$ cat src/rtl/ultrasonic_ranger_pkg.sv
// Shared types and scaling constants for the ultrasonic ranger.
// Converts a microsecond echo width to centimetres with saturation.
package ranger_pkg;

  typedef enum logic [2:0] {
    IDLE,
    TRIG,
    WAIT_RISE,
    MEASURE,
    CALC,
    FAULT
  } state_t;

  localparam int unsigned SCALE       = 1130;
  localparam int unsigned SCALE_SHIFT = 16;
  localparam int unsigned ECHO_W      = 15;
  localparam int unsigned DIS_W       = 19;

  // cm ~= us / 58, done as a multiply by 1130 and a 16-bit right shift
  function automatic logic [DIS_W-1:0] us_to_cm(input logic [ECHO_W-1:0] us,
                                                input logic [DIS_W-1:0]  max_cm);
    logic [25:0] scaled;
    scaled = (26'(us) * 26'(SCALE)) >> SCALE_SHIFT;
    if (scaled > 26'(max_cm)) begin
      return max_cm;
    end
    return DIS_W'(scaled);
  endfunction

endpackage

$ cat src/rtl/ultrasonic_ranger_if.sv
// Sensor-side and result signals of the ranger, bundled for port connection.
interface ultrasonic_ranger_if;
  logic                         echo;
  logic                         trig;
  logic [ranger_pkg::DIS_W-1:0] dis;
  logic                         dis_vld;
  logic                         err;

  modport master (input echo, output trig, output dis, output dis_vld, output err);
  modport slave  (output echo, input trig, input dis, input dis_vld, input err);
endinterface

$ cat src/rtl/ultrasonic_ranger_us_tick_gen.sv
// Free-running divider producing a one-cycle strobe every microsecond.
module us_tick_gen #(
  parameter int unsigned CLK_MHZ = 50
) (
  input  logic sys_clk,
  input  logic sys_rst_n,
  output logic tick_1us
);
  localparam int unsigned CNT_W = (CLK_MHZ > 1) ? $clog2(CLK_MHZ) : 1;
  localparam logic [CNT_W-1:0] CNT_LAST = CNT_W'(CLK_MHZ - 1);

  logic [CNT_W-1:0] cnt_reg;

  always_ff @(posedge sys_clk or negedge sys_rst_n) begin
    if (!sys_rst_n) begin
      cnt_reg <= '0;
    end else if (cnt_reg == CNT_LAST) begin
      cnt_reg <= '0;
    end else begin
      cnt_reg <= cnt_reg + 1'b1;
    end
  end

  assign tick_1us = (cnt_reg == CNT_LAST);
endmodule

$ cat src/rtl/ultrasonic_ranger.sv
// HC-SR04-class ranger: periodic trigger, microsecond echo timing, cm conversion
// with timeout and stuck-echo fault reporting.
module ultrasonic_ranger
  import ranger_pkg::*;
#(
  parameter int unsigned CLK_MHZ    = 50,
  parameter int unsigned TRIG_US    = 10,
  parameter int unsigned PERIOD_MS  = 60,
  parameter int unsigned TIMEOUT_US = 30000,
  parameter int unsigned MAX_CM     = 400
) (
  input logic                 sys_clk,
  input logic                 sys_rst_n,
  ultrasonic_ranger_if.master rng
);
  localparam int unsigned PERIOD_US = PERIOD_MS * 1000;
  localparam int unsigned PER_W     = $clog2(PERIOD_US);
  localparam logic [PER_W-1:0]  PER_LAST     = PER_W'(PERIOD_US - 1);
  localparam logic [ECHO_W-1:0] TRIG_LAST    = ECHO_W'(TRIG_US - 1);
  localparam logic [ECHO_W-1:0] TIMEOUT_LAST = ECHO_W'(TIMEOUT_US - 1);
  localparam logic [ECHO_W-1:0] TIMEOUT_VAL  = ECHO_W'(TIMEOUT_US);
  localparam logic [DIS_W-1:0]  MAX_DIS      = DIS_W'(MAX_CM);

  logic tick_1us;

  us_tick_gen #(.CLK_MHZ(CLK_MHZ)) u_tick (
    .sys_clk  (sys_clk),
    .sys_rst_n(sys_rst_n),
    .tick_1us (tick_1us)
  );

  logic [PER_W-1:0] period_cnt_reg;
  logic             period_wrap;

  assign period_wrap = tick_1us && (period_cnt_reg == PER_LAST);

  always_ff @(posedge sys_clk or negedge sys_rst_n) begin
    if (!sys_rst_n) begin
      period_cnt_reg <= '0;
    end else if (period_wrap) begin
      period_cnt_reg <= '0;
    end else if (tick_1us) begin
      period_cnt_reg <= period_cnt_reg + 1'b1;
    end
  end

  // echo is asynchronous: two flops before any decision is taken on it
  logic [1:0] sync_reg;
  logic       echo_d_reg;
  logic       echo_s;
  logic       echo_rise;
  logic       echo_fall;

  always_ff @(posedge sys_clk or negedge sys_rst_n) begin
    if (!sys_rst_n) begin
      sync_reg   <= '0;
      echo_d_reg <= 1'b0;
    end else begin
      sync_reg   <= {sync_reg[0], rng.echo};
      echo_d_reg <= sync_reg[1];
    end
  end

  assign echo_s    = sync_reg[1];
  assign echo_rise = echo_s & ~echo_d_reg;
  assign echo_fall = ~echo_s & echo_d_reg;

  state_t            state_reg, state_next;
  logic [ECHO_W-1:0] phase_us_reg, phase_us_next;
  logic [ECHO_W-1:0] echo_us_reg, echo_us_next;
  logic [DIS_W-1:0]  dis_reg, dis_next;
  logic              err_reg, err_next;
  logic              dis_vld_reg, dis_vld_next;

  always_ff @(posedge sys_clk or negedge sys_rst_n) begin
    if (!sys_rst_n) begin
      state_reg    <= IDLE;
      phase_us_reg <= '0;
      echo_us_reg  <= '0;
      dis_reg      <= '0;
      err_reg      <= 1'b0;
      dis_vld_reg  <= 1'b0;
    end else begin
      state_reg    <= state_next;
      phase_us_reg <= phase_us_next;
      echo_us_reg  <= echo_us_next;
      dis_reg      <= dis_next;
      err_reg      <= err_next;
      dis_vld_reg  <= dis_vld_next;
    end
  end

  // phase_us times the trigger pulse, then the wait for the echo rise
  always_comb begin
    state_next    = state_reg;
    phase_us_next = phase_us_reg;
    echo_us_next  = echo_us_reg;
    dis_next      = dis_reg;
    err_next      = err_reg;
    dis_vld_next  = 1'b0;
    case (state_reg)
      IDLE: begin
        if (period_wrap) begin
          phase_us_next = '0;
          echo_us_next  = '0;
          state_next    = echo_s ? FAULT : TRIG;
        end
      end
      TRIG: begin
        if (tick_1us) begin
          if (phase_us_reg == TRIG_LAST) begin
            phase_us_next = '0;
            state_next    = WAIT_RISE;
          end else begin
            phase_us_next = phase_us_reg + 1'b1;
          end
        end
      end
      WAIT_RISE: begin
        if (echo_rise) begin
          state_next = MEASURE;
        end else if (tick_1us) begin
          if (phase_us_reg == TIMEOUT_LAST) begin
            state_next = FAULT;
          end else begin
            phase_us_next = phase_us_reg + 1'b1;
          end
        end
      end
      MEASURE: begin
        if (tick_1us && (echo_us_reg != TIMEOUT_VAL)) begin
          echo_us_next = echo_us_reg + 1'b1;
        end
        if (echo_fall) begin
          state_next = CALC;
        end else if (tick_1us && (echo_us_reg == TIMEOUT_LAST)) begin
          state_next = FAULT;
        end
      end
      CALC: begin
        dis_next     = us_to_cm(echo_us_reg, MAX_DIS);
        err_next     = 1'b0;
        dis_vld_next = 1'b1;
        state_next   = IDLE;
      end
      FAULT: begin
        dis_next     = MAX_DIS;
        err_next     = 1'b1;
        dis_vld_next = 1'b1;
        state_next   = IDLE;
      end
      default: begin
        state_next = IDLE;
      end
    endcase
  end

  assign rng.trig    = (state_reg == TRIG);
  assign rng.dis     = dis_reg;
  assign rng.err     = err_reg;
  assign rng.dis_vld = dis_vld_reg;
endmodule

$ cat src/flat_wrapper.sv
// flat-port wrapper written by rule: the top's interface ports become plain ports
module ultrasonic_ranger_flat import ranger_pkg::*;
#(
  parameter int unsigned CLK_MHZ    = 50,
  parameter int unsigned TRIG_US    = 10,
  parameter int unsigned PERIOD_MS  = 60,
  parameter int unsigned TIMEOUT_US = 30000,
  parameter int unsigned MAX_CM     = 400
)
  (sys_clk, sys_rst_n, rng_echo, rng_trig, rng_dis, rng_dis_vld, rng_err);
  ultrasonic_ranger_if rng_i ();
  input logic sys_clk;
  input logic sys_rst_n;
  input wire logic [$bits(rng_i.echo)-1:0] rng_echo;
  output wire logic [$bits(rng_i.trig)-1:0] rng_trig;
  output wire logic [$bits(rng_i.dis)-1:0] rng_dis;
  output wire logic [$bits(rng_i.dis_vld)-1:0] rng_dis_vld;
  output wire logic [$bits(rng_i.err)-1:0] rng_err;
  assign rng_i.echo = rng_echo;
  assign rng_trig = rng_i.trig;
  assign rng_dis = rng_i.dis;
  assign rng_dis_vld = rng_i.dis_vld;
  assign rng_err = rng_i.err;
  ultrasonic_ranger #(.CLK_MHZ(CLK_MHZ), .TRIG_US(TRIG_US), .PERIOD_MS(PERIOD_MS), .TIMEOUT_US(TIMEOUT_US), .MAX_CM(MAX_CM)) u_core (.sys_clk(sys_clk), .sys_rst_n(sys_rst_n), .rng(rng_i));
endmodule
$ cat config.mk
export PLATFORM = sky130hd
export DESIGN_NAME = ultrasonic_ranger_flat
export DESIGN_NICKNAME = d
export VERILOG_FILES = /design/src/rtl/ultrasonic_ranger_pkg.sv /design/src/rtl/ultrasonic_ranger_if.sv /design/src/rtl/ultrasonic_ranger_us_tick_gen.sv /design/src/rtl/ultrasonic_ranger.sv /design/src/flat_wrapper.sv
export SDC_FILE = /design/constraint.sdc
export NUM_CORES = 1
export LEC_CHECK = 0
export CORE_ASPECT_RATIO = 0.7
export CORE_MARGIN = 2
export CORE_UTILIZATION = 56
export CTS_CLUSTER_SIZE = 14
export DETAILED_ROUTE_END_ITERATION = 8
export GPL_TIMING_DRIVEN = 0
export PLACE_DENSITY = 0.77
export SLEW_MARGIN = 20
export SYNTH_ARGS = -nofsm -noshare
export SYNTH_HDL_FRONTEND = slang
export SYNTH_SLANG_ARGS = --single-unit
$ cat constraint.sdc
create_clock -name sys_clk -period 4.5 [get_ports sys_clk]
set_input_delay 0.9 -clock sys_clk [delete_from_list [all_inputs] [get_ports sys_clk]]
set_output_delay 0.9 -clock sys_clk [all_outputs]
set_load 0.005 [all_outputs]
==> results.json <==
{
  "status": "complete, but fails checks",
  "violations": "setup timing",
  "switchingPower_w": 0.0002869,
  "postSynthCellCount": 617,
  "p_comb_share_pct": 1.8,
  "coreArea_mm2": 0.01024,
  "fin_area_mm2": 0.007301,
  "multiInputGateArea_mm2": 0.004156,
  "initial_core_util_pct": 56.83,
  "ys_seq_area_share_pct": 30.10,
  "min_period_ps": 4639,
  "yosysMostFrequentCell": "ha_1",
  "die_y_um": 89.29,
  "relSlewSlack_pct": 34.51,
  "syn_to_final_growth_pct": 25.46,
  "endpoint_kind": "flip-flop",
  "grt_first_pass_wirelength_um": 22160,
  "final_hold_viol_count": 0,
  "p_sw_share_pct": 20.70,
  "pwr-share-seq_pct": 45.6,
  "whs_ps": 345.9,
  "ys.warnings.count": 0,
  "synth_top_area_share_pct": 30.10,
  "reg2reg_from": "u_core.echo_us_reg[9]",
  "dpl_cell_area_mm2": 0.006201,
  "pin_count": 25,
  "crit_arrival_ps": 4850,
  "dp_cells": 773,
  "cp_data_required_time_ps": 4710,
  "peakVddDrop_uv": 199.9,
  "drc": 0,
  "p_int_w": 0.001099,
  "rows": 31,
  "grt_setup_unrepaired": "yes",
  "leakage_nw": 3.614,
  "grt_overflow": 0,
  "num-fill-cells": 674,
  "die_width_um": 125.8,
  "grt_pass1_vias": 4698,
  "setup_ws_ps": -139.3,
  "fmax_mhz": 215.5,
  "critical_path_class": "reg -> reg",
  "start_kind": "flip-flop",
  "clkPwrFrac_pct": 52.6,
  "clock-root-buffer": "clkbuf_16",
  "synth-async-reset-ratio_pct": 100.0,
  "drive_above_1_share_pct": 21.55,
  "instances_no_fill": 828,
  "drv_cap": 0,
  "numCtsBuffers": 9,
  "wl_um": 14750,
  "cts_buffer_depth": 2,
  "max_slew.worst_pin.slew_ps": 974.9,
  "synth_ff_type": "dfrtp_1",
  "grt_start_max_net_pins": 49,
  "post_drt_wl_per_cell_um": 17.82,
  "cts.sinks": 70,
  "path_clk_slew_ps": 60,
  "critPathLaunch": "u_core.echo_us_reg[9]",
  "setup_viol": 7,
  "synth_edf_count": 0,
  "via_count": 4853,
  "ys_ff_latch": 70,
  "yosysUniqueCellTypes": 57,
  "reg2reg_slack_ps": -140,
  "drt_iter0_drc": 393,
  "seqCellArea_mm2": 0.001767,
  "ff2ff_path_depth": 18,
  "via_per_inst": 5.861,
  "gp_congestion": 0.8934,
  "htreeDepth": 3,
  "synth_area_leader_cell": "dfrtp_1",
  "period_share_pct": 103.1,
  "cp_max_fo": 4,
  "cts_hold_buf": 0,
  "dp_hpwl_um": 9597,
  "synthTopCellsByCount": "91 x ha_1, 81 x inv_1, 70 x dfrtp_1",
  "grt_use_total_pct": 24.65,
  "route.antenna.remaining_nets": 0,
  "synth_area_leaders": "dfrtp_1 30%, ha_1 20%, fa_1 10%, inv_1 5.2%, o21ai_0 4.5%",
  "final_util_pct": 71.30,
  "largest_register_ffs": 16,
  "avgSynthCellArea_um2": 9.432,
  "pre_cts_slack_ps": -594.3,
  "worst_skew_pair.late_latency_ps": 330,
  "numPortBuffers": 15,
  "endpoint": "u_core.rng.dis[1]",
  "diodes": 0,
  "final_nets": 816,
  "hp-class": "reg -> reg",
  "skew_ps": 6.452,
  "p_per_area_mw_per_mm2": 189.9,
  "r2r_end": "u_core.rng.dis[1]",
  "cts_tree": "yes",
  "antenna_found_initial": 0,
  "die_area_mm2": 0.01124,
  "drtPass1Iterations": 6,
  "final_max_slew_viol_count": 0,
  "synth_area_mm2": 0.005819
}
-- area by class of cell --
type	instances	area share, %
multi-input cells	454	56.93
flip-flops and latches	70	24.20
repair buffers	56	6.564
inverters	81	4.199
clock buffers	11	3.462
well taps	132	2.262
plain buffers	20	1.628
clock inverters	4	0.7541
-- per-layer routing --
layer / up-vias / global-route usage, % / wire [um]
li1: 2267 / - / -
met1: 2334 / 32.63 / 6366
met2: 213 / 41.62 / 7235
met3: 39 / 3.890 / 795
met4: 0 / 9.790 / 355
met5: - / 0 / 0
-- metrics by stage --
step,total power (W),setup TNS (ps)
floorplan,0.0006513,0
CTS,0.001397,0
finish,0.001386,-717.0
global route,0.001422,-1562
global placement,0.0006656,-3452
detailed placement,0.0006688,-4240
-- cell families after synthesis --
kind of cell,Yosys count,share of synthesized area (%)
simple gates,172,15.42
compound gates,123,12.79
fa+ha+maj,121,29.89
buf+inv,101,7.267
flops,70,30.10
xor+xnor,26,3.913
mux,3,0.5590
other cells,1,0.06444
-- placed cells by master (no fill, tap or decap), drive strengths merged, types with 3 or more instances in the layout --
master / netlist / layout
a31oi: 4 / 4
clkbuf: 8 / 19
nor2: 45 / 45
buf: 12 / 54
clkdlybuf4s50: 0 / 14
nand3: 22 / 22
nand2: 35 / 35
conb: 1 / 9
a211oi: 3 / 3
nor3b: 3 / 3
nand2b: 7 / 7
a21o: 5 / 5
nand4: 14 / 14
fa: 30 / 30
ha: 91 / 91
dfrtp: 70 / 70
or3: 4 / 4
nor4: 3 / 3
xor2: 10 / 10
a22o: 4 / 4
nand3b: 3 / 3
and3: 17 / 17
xnor2: 16 / 16
inv: 81 / 82
o21ai: 53 / 53
a21oi: 24 / 24
o31ai: 13 / 13
nor3: 7 / 7
-- power by group through the flow --
| stage | Sequential, W | Clock (W) | Combinational [W] |
|---|---|---|---|
| final | 0.000631 | 0.000729 | 0.0000254 |
| after global routing | 0.000631 | 0.000761 | 0.0000298 |
| after CTS | 0.000631 | 0.000740 | 0.0000259 |
| after detailed placement | 0.000643 | 0 | 0.0000259 |
| after global placement | 0.000643 | 0 | 0.0000225 |
| after floorplan | 0.000643 | 0 | 0.00000839 |
-- worst min path at each step --
stage	cells after the start	slack (ps)	start	to
5_1_grt	0	360	u_core.sync_reg[0]	u_core.sync_reg[1]
3_5_place_dp	0	340	u_core.sync_reg[0]	u_core.sync_reg[1]
6_report	0	350	u_core.sync_reg[0]	u_core.sync_reg[1]
3_3_place_gp	0	340	u_core.sync_reg[0]	u_core.sync_reg[1]
2_1_floorplan	0	330	u_core.sync_reg[0]	u_core.sync_reg[1]
4_1_cts	0	350	u_core.sync_reg[0]	u_core.sync_reg[1]
-- critical path, cell delays in order, from the launching register on --
cell and delay [ps]:
dfrtp_2 470, inv_4 70, ha_4 260, inv_2 40
ha_4 280, fa_2 470, fa_1 520, inv_1 60
fa_1 490, inv_2 50, ha_4 280, nand4_1 200
nor3_4 270, o21ai_4 110, a31o_4 280, nand2b_4 90
a2111o_1 230, o221ai_2 150, a22o_1 200
-- timing repair --
| item | in CTS | in global routing |
|---|---|---|
| endpoints found under the hold margin | 0 | 0 |
| setup buffers | 20 | 20 |
| resized for setup | 51 | 43 |
| pin swaps | 17 | 28 |
| endpoints found under the setup margin | 9 | 9 |
(Power assumes the default switching activity.)
